**src/rtl/orv64_typedef_pkg.sv**
```systemverilog
// orv64_typedef_pkg: shared ORV64 address/access/exception types and PMP request-stage payloads.
package orv64_typedef_pkg;

    typedef logic [55:0] orv64_paddr_t;

    typedef enum logic [1:0] {
        ORV64_ACCESS_FETCH = 2'd0,
        ORV64_ACCESS_LOAD  = 2'd1,
        ORV64_ACCESS_STORE = 2'd2
    } orv64_access_type_t;

    typedef logic [3:0] orv64_excp_cause_t;
    typedef logic [3:0] cpu_byte_mask_t;

    localparam orv64_excp_cause_t ORV64_EXCP_INST_ACCESS_FAULT  = 4'd1;
    localparam orv64_excp_cause_t ORV64_EXCP_LOAD_ACCESS_FAULT  = 4'd5;
    localparam orv64_excp_cause_t ORV64_EXCP_STORE_ACCESS_FAULT = 4'd7;

    localparam int ORV64_PMP_TAG_W = 4;

    typedef struct packed {
        orv64_paddr_t                paddr;
        orv64_access_type_t          access_type;
        cpu_byte_mask_t              byte_width;
        logic [ORV64_PMP_TAG_W-1:0]  tag;
    } orv64_pmp_req_t;

    typedef struct packed {
        orv64_paddr_t                paddr;
        logic [ORV64_PMP_TAG_W-1:0]  tag;
        logic                        excp_valid;
        orv64_excp_cause_t           excp_cause;
    } orv64_pmp_resp_t;

endpackage

```
**src/rtl/orv64_sat_cnt.sv**
```systemverilog
// orv64_sat_cnt: saturating up-counter with synchronous clear, shared by perf/fault counters.
module orv64_sat_cnt #(
    parameter int W = 16
) (
    input  logic         clk,
    input  logic         rst,
    input  logic         clr_i,
    input  logic         inc_i,
    output logic [W-1:0] cnt_o
);

    logic [W-1:0] cnt_q;

    always_ff @(posedge clk) begin
        if (rst || clr_i)
            cnt_q <= '0;
        else if (inc_i && !(&cnt_q))
            cnt_q <= cnt_q + 1'b1;
    end

    assign cnt_o = cnt_q;

endmodule

```
**src/rtl/orv64_pmp_req_stage.sv**
```systemverilog
// orv64_pmp_req_stage: two-entry PTW/TLB -> PMP -> LSU/IFU pipeline with flush,
// PMP-CSR-write interlock and a saturating fault counter.
module orv64_pmp_req_stage
    import orv64_typedef_pkg::*;
#(
    parameter int TAG_W = ORV64_PMP_TAG_W,
    parameter int CNT_W = 16
) (
    input  logic               clk,
    input  logic               rst,
    input  logic               flush_i,
    input  logic               csr_pmp_wr_i,
    input  logic               req_valid_i,
    output logic               req_ready_o,
    input  orv64_paddr_t       req_paddr_i,
    input  orv64_access_type_t req_access_type_i,
    input  cpu_byte_mask_t     req_byte_width_i,
    input  logic [TAG_W-1:0]   req_tag_i,
    output logic               chk_paddr_valid_o,
    output orv64_paddr_t       chk_paddr_o,
    output orv64_access_type_t chk_access_type_o,
    output cpu_byte_mask_t     chk_byte_width_o,
    input  logic               chk_excp_valid_i,
    input  orv64_excp_cause_t  chk_excp_cause_i,
    output logic               resp_valid_o,
    input  logic               resp_ready_i,
    output orv64_paddr_t       resp_paddr_o,
    output logic [TAG_W-1:0]   resp_tag_o,
    output logic               resp_excp_valid_o,
    output orv64_excp_cause_t  resp_excp_cause_o,
    output logic [CNT_W-1:0]   fault_cnt_o
);

    orv64_pmp_req_t  s1_q, s1_d;
    orv64_pmp_resp_t s2_q, s2_d;
    logic            s1_valid_q, s1_valid_d;
    logic            s2_valid_q, s2_valid_d;
    logic            hold_q;
    logic            s2_free, s1_adv, accept, fault_inc;

    // hold_q blocks S1 for the cycle after a CSR write so the checker sees the new PMP state
    always_comb begin
        s2_free     = ~s2_valid_q | resp_ready_i;
        s1_adv      = s1_valid_q & s2_free & ~csr_pmp_wr_i & ~hold_q & ~flush_i;
        req_ready_o = (~s1_valid_q | s1_adv) & ~flush_i & ~csr_pmp_wr_i;
        accept      = req_valid_i & req_ready_o;
        s1_valid_d  = ~flush_i & (accept | (s1_valid_q & ~s1_adv));
        s2_valid_d  = ~flush_i & (s1_adv | (s2_valid_q & ~resp_ready_i));
        fault_inc   = s2_valid_q & resp_ready_i & s2_q.excp_valid & ~flush_i;
        s1_d        = accept ? '{paddr: req_paddr_i, access_type: req_access_type_i,
                                 byte_width: req_byte_width_i, tag: req_tag_i} : s1_q;
        s2_d        = s1_adv ? '{paddr: s1_q.paddr, tag: s1_q.tag, excp_valid: chk_excp_valid_i,
                                 excp_cause: chk_excp_valid_i ? chk_excp_cause_i : '0} : s2_q;
    end

    always_ff @(posedge clk) begin
        if (rst) begin
            s1_valid_q <= 1'b0;
            s2_valid_q <= 1'b0;
            hold_q     <= 1'b0;
        end else begin
            s1_valid_q <= s1_valid_d;
            s2_valid_q <= s2_valid_d;
            hold_q     <= csr_pmp_wr_i;
        end
    end

    always_ff @(posedge clk) begin
        s1_q <= s1_d;
        s2_q <= s2_d;
    end

    orv64_sat_cnt #(.W(CNT_W)) u_fault_cnt (
        .clk   (clk),
        .rst   (rst),
        .clr_i (1'b0),
        .inc_i (fault_inc),
        .cnt_o (fault_cnt_o)
    );

    assign chk_paddr_valid_o = s1_valid_q & ~flush_i;
    assign chk_paddr_o       = s1_q.paddr;
    assign chk_access_type_o = s1_q.access_type;
    assign chk_byte_width_o  = s1_q.byte_width;
    assign resp_valid_o      = s2_valid_q;
    assign resp_paddr_o      = s2_q.paddr;
    assign resp_tag_o        = s2_q.tag;
    assign resp_excp_valid_o = s2_valid_q & s2_q.excp_valid;
    assign resp_excp_cause_o = s2_q.excp_cause;

endmodule

```
**config.mk**
```make
export PLATFORM = sky130hd
export DESIGN_NAME = orv64_pmp_req_stage
export DESIGN_NICKNAME = d
export VERILOG_FILES = /design/src/rtl/orv64_typedef_pkg.sv /design/src/rtl/orv64_sat_cnt.sv /design/src/rtl/orv64_pmp_req_stage.sv
export SDC_FILE = /design/constraint.sdc
export NUM_CORES = 1
export LEC_CHECK = 0
export CAP_MARGIN = 20
export CORE_UTILIZATION = 48
export CTS_CLUSTER_DIAMETER = 120
export CTS_CLUSTER_SIZE = 40
export DETAILED_ROUTE_END_ITERATION = 12
export PLACE_DENSITY = 0.83
export SYNTH_ARGS = -nofsm -noshare
export SYNTH_HDL_FRONTEND = slang
export SYNTH_HIERARCHICAL = 1
export SYNTH_SLANG_ARGS = --single-unit
```
**constraint.sdc**
```tcl
create_clock -name clk -period 7.7 [get_ports clk]
set_input_delay 1.54 -clock clk [delete_from_list [all_inputs] [get_ports clk]]
set_output_delay 1.54 -clock clk [all_outputs]
set_load 0.1 [all_outputs]
```
After elaboration in Yosys (flattened, before gate mapping)
Cells that the tools add are included.

cells by class
  $add $sub $neg = 1
  bitwise gates (word level) = 27
  reduce and logical (&&, ||, !) cells = 3

operators by type and width
  cell                                           number
  adder 16 x 1 -> 16 bit, second input constant  1
  bitwise AND 1 bit                              16
  AND reduction 16 bit                           1
  inverter 1 bit                                 7
  bitwise OR 1 bit                               4
  logical AND 1 bit                              1
  zero test 1 bit                                1

storage, ports and cells
  flip-flop bits (word level) = 150
  bits of input ports = 77

Logic depth before layout (Yosys ltp)
  depth in word-level cells = 12
  gate-level depth with buffers = 6

Cells and area by module
Netlist, hierarchy kept.

by module, submodules not included
  module               times used  cells an instance  area each (um^2)
  orv64_pmp_req_stage  1           281                5086.1
  orv64_sat_cnt        1           92                 814.5

Worst setup path before layout
No wires, ideal clock.

  kind = in2reg
  from = input port flush_i
  to = register s2_q, in the netlist resp_excp_cause_o[0], enable pin
  library setup time = 0.430 ns
  data arrival time = 4.659 ns
  data required time = 7.270 ns
  setup slack = 2.611 ns
  stages on the path = 2
  buffers on the path = 0
  cells stage by stage = nor2b_1 > and3b_1

on the way
  cells in the longest elaborated chain, start to end = 2

ends and longest elaborated chain
  what                  line                       text
  from (decl)           orv64_pmp_req_stage.sv:11  input logic flush_i,
  inverter 1 bit        orv64_pmp_req_stage.sv:44  s1_adv = s1_valid_q & s2_free & ~csr_pmp_wr_i & ~hold_q & ~flush_i;
  bitwise AND 1 bit     orv64_pmp_req_stage.sv:44
  net s1_adv            orv64_pmp_req_stage.sv:39  logic s2_free, s1_adv, accept, fault_inc;
  to (signal assigned)  orv64_pmp_req_stage.sv:70  s2_q <= s2_d;
  to (decl)             orv64_pmp_req_stage.sv:35  orv64_pmp_resp_t s2_q, s2_d;

The timed path passes the listed nets, and every way through them passes these cells.
A chain may end at the register's enable or synchronous reset.

Worst setup path after layout
  from = input port resp_ready_i
  to = output port req_ready_o

on the way
  cells in the longest elaborated chain, start to end = 8

ends and longest elaborated chain
  what                             line                       text
  from (decl)                      orv64_pmp_req_stage.sv:26  input logic resp_ready_i,
  bitwise OR 1 bit                 orv64_pmp_req_stage.sv:43  s2_free = ~s2_valid_q | resp_ready_i;
  bitwise AND 1 bit (4 in series)  orv64_pmp_req_stage.sv:44
  bitwise OR 1 bit                 orv64_pmp_req_stage.sv:45  req_ready_o = (~s1_valid_q | s1_adv) & ~flush_i & ~csr_pmp_wr_i;
  bitwise AND 1 bit (2 in series)  orv64_pmp_req_stage.sv:45
  to (decl)                        orv64_pmp_req_stage.sv:14  output logic req_ready_o,

No other way between the ends.

==> flow_metrics.env <==
export IMPL_status="finished, final reports clean"
export IMPL_avgSynthCellArea_sq_um=15.8
export IMPL_ios=223
export IMPL_hp_start="s1_q[0]"
export IMPL_final_instance_count_excl_fill=648
export IMPL_synthCells=373
export IMPL_cts_made_buffers=17
export IMPL_worstSetupEndpointType="primary output"
export IMPL_min_period_ps=5120
export IMPL_clock_latency_ps=410
export IMPL_port_buffers=222
export IMPL_viasPerCell=5.03
export IMPL_cts_sinks=150
export IMPL_cp_start_kind="input port"
export IMPL_skew_ps=10.3
export IMPL_die_w_um=113
export IMPL_netlist_area_sq_mm=0.00590
export IMPL_placed_cells=619
export IMPL_maxCapViolCount=0
export IMPL_antenna_found_initial=0
export IMPL_maxSlewHeadroom_pct=29.0
export IMPL_setup_tns_final_ps=0
export IMPL_cts_root_buf="clkbuf_16"
export IMPL_min_to="resp_tag_o[0]"
export IMPL_n_fill_cell=821
export IMPL_grt_overflow=0
export IMPL_rsz0062_at_grt="false"
export IMPL_routedWlPerCell_um=19.0
export IMPL_synth_edf_count=131
export IMPL_place_gp_congestion=0.882
export IMPL_drtIter0Drc=241
export IMPL_nNetsFinal=569
export IMPL_cts_tree="built"
export IMPL_layout_commonest_cell="clkdlybuf4s50_1"
export IMPL_finalSetupViolations=0
export IMPL_antenna_cells=0
export IMPL_grt_max_degree=67
export IMPL_arrival_ps=3580
export IMPL_drive_gt1_share_pct=7.58
export IMPL_ant_nets=0
export IMPL_grt_pass1_wl_um=18300
export IMPL_r2r_cells=6
export IMPL_num_vias=3259
export IMPL_track_usage_pct=19.7
export IMPL_cts_resized=0
export IMPL_holdPathStages=0
export IMPL_layout_common_cells="222 x clkdlybuf4s50_1, 131 x edfxtp_1, 19 x dfxtp_1"
export IMPL_synthToLayoutAreaGrowth_pct=35.5
export IMPL_postCtsHoldBufs=0
export IMPL_reg2reg_from="resp_valid_o"
export IMPL_dr_pass1_iters=4
export IMPL_fp_row_count=40
export IMPL_hpwl_um=8450
export IMPL_criticalPathCategory="in2out"
export IMPL_synth_async_sr_flop_share_pct=0
export IMPL_fmax_mhz=195
export IMPL_min_path_type="reg2reg"
export IMPL_synthFlopType="edfxtp_1"
export IMPL_route_detailed_drc=0
export IMPL_power_density_mw_per_mm2=240
export IMPL_grt_pass1_vias=3256
export IMPL_worst_ep_required_time_ps=6160
export IMPL_r2r_end="u_fault_cnt/cnt_o[15]"
export IMPL_ys_ff_latch=150
export IMPL_ys_seq_area_share_pct=73.1
export IMPL_core_sq_mm=0.0120
export IMPL_cts_reportedPaths_clkPinSlew_ps=50
export IMPL_drv_slew=0
export IMPL_htree_levels=4
export IMPL_post_cts_repair_setup_buffers=0
export IMPL_start_util_pct=49.1
export IMPL_hold_violations=0
export IMPL_dieHeight_um=113
export IMPL_max_clock_path_buffers=2
export IMPL_die_area_sq_mm=0.0127
export IMPL_cp_max_fo=4
export IMPL_wirelength_um=12300
export IMPL_worst_slew_pin_slew_ps=1060
export IMPL_synth_distinct_cells=39
export IMPL_ir_drop_mv=0.139
export IMPL_rrSetupSlack_ps=5650
export IMPL_fin_crit_sh_pct=66.5
export IMPL_leakage_nw=2.67
export IMPL_synth_warnings=6
critical path, stage by stage:
cell,delay [ps]
clkdlybuf4s50_1,540
nor2b_4,70
o21ai_1,150
and2_1,160
clkdlybuf4s50_1,1130
synthesized netlist by cell type (all sizes together) (2+ instances only):
library cell	n	share of area (%)
and3	2	0.21
and3b	2	0.30
or4	4	0.51
o31ai	5	0.72
or3	2	0.21
and4	4	0.59
o311ai	4	0.59
nor3	4	0.42
inv	2	0.13
nand2	7	0.45
edfxtp	131	67
o41ai	5	0.87
a21oi	8	0.68
o21ai	6	0.51
nor2b	3	0.45
or2	2	0.21
and2	8	0.87
nand4	6	0.74
dfxtp	19	6.4
buf	126	16
nor2	6	0.38
nand3	6	0.51
a31oi	2	0.21
layer usage:
layer | part of all wire [%] | vias to the layer above | wire [um] | GRT usage, %
met5 | 0 | - | 0 | 0
met4 | 2.2 | 0 | 273 | 9.65
met3 | 8.6 | 15 | 1060 | 7.28
met2 | 53 | 174 | 6520 | 34.8
met1 | 36 | 1586 | 4430 | 20.9
li1 | - | 1484 | - | -
layout make-up:
type | instances | area (sq um) | area share (%)
clock buffer | 17 | 425 | 5.32
clock inverter | 12 | 185 | 2.32
timing repair buffer | 224 | 2240 | 28.0
sequential | 150 | 4310 | 54.0
tap | 147 | 184 | 2.30
inverter | 2 | 7.51 | 0.0939
multi-input combinational | 96 | 639 | 8.00
flip-flops by register name, indices dropped and copies added, names as in the netlist:
register           flops
s1_valid_q             1
u_fault_cnt/cnt_o     16
chk_paddr_o           56
chk_access_type_o      2
resp_paddr_o          56
chk_byte_width_o       4
resp_valid_o           1
hold_q                 1
s2_q                   1
resp_tag_o             4
s1_q                   4
resp_excp_cause_o      4
stage by stage:
step                      setup WS, ps  power [mW]  util (%)  hold WS, ps  cell area, sq um
final                             2580        1.92      66.5          423              7990
after global routing              2540        1.97      66.5          438              7990
after CTS                         2570        1.93      66.5          425              7990
after detailed placement          2580        1.07      61.5          412              7380
after global placement            2650        1.07      61.5          403              7380
after floorplan                   2610        1.02         -          400              5910
logic make-up after synthesis:
kind of cell    after synthesis  share of synthesized area, %
flops                       150                          73.1
buf+inv                     129                          16.2
simple gates                 58                          6.17
compound gates               33                          4.07
xor+xnor                      1                         0.148
fa+ha+maj                     1                         0.212
other cells                   1                        0.0636
worst max path at each step:
| stage | from | cells past startpoint | end |
|---|---|---|---|
| finish | resp_ready_i | 5 | req_ready_o |
| global route | resp_ready_i | 5 | req_ready_o |
| CTS | resp_ready_i | 5 | req_ready_o |
| detailed placement | resp_ready_i | 5 | req_ready_o |
| global placement | resp_ready_i | 5 | req_ready_o |
| floorplan | flush_i | 2 | resp_excp_cause_o[0] |
power breakdown:
| part | switching, mW | leakage (nW) | internal [mW] |
|---|---|---|---|
| sequential | 0.00566 | 1.35 | 0.896 |
| clock | 0.296 | 0.293 | 0.564 |
| combinational | 0.102 | 1.03 | 0.0529 |
Note: power is estimated with default switching activity, not from simulation.
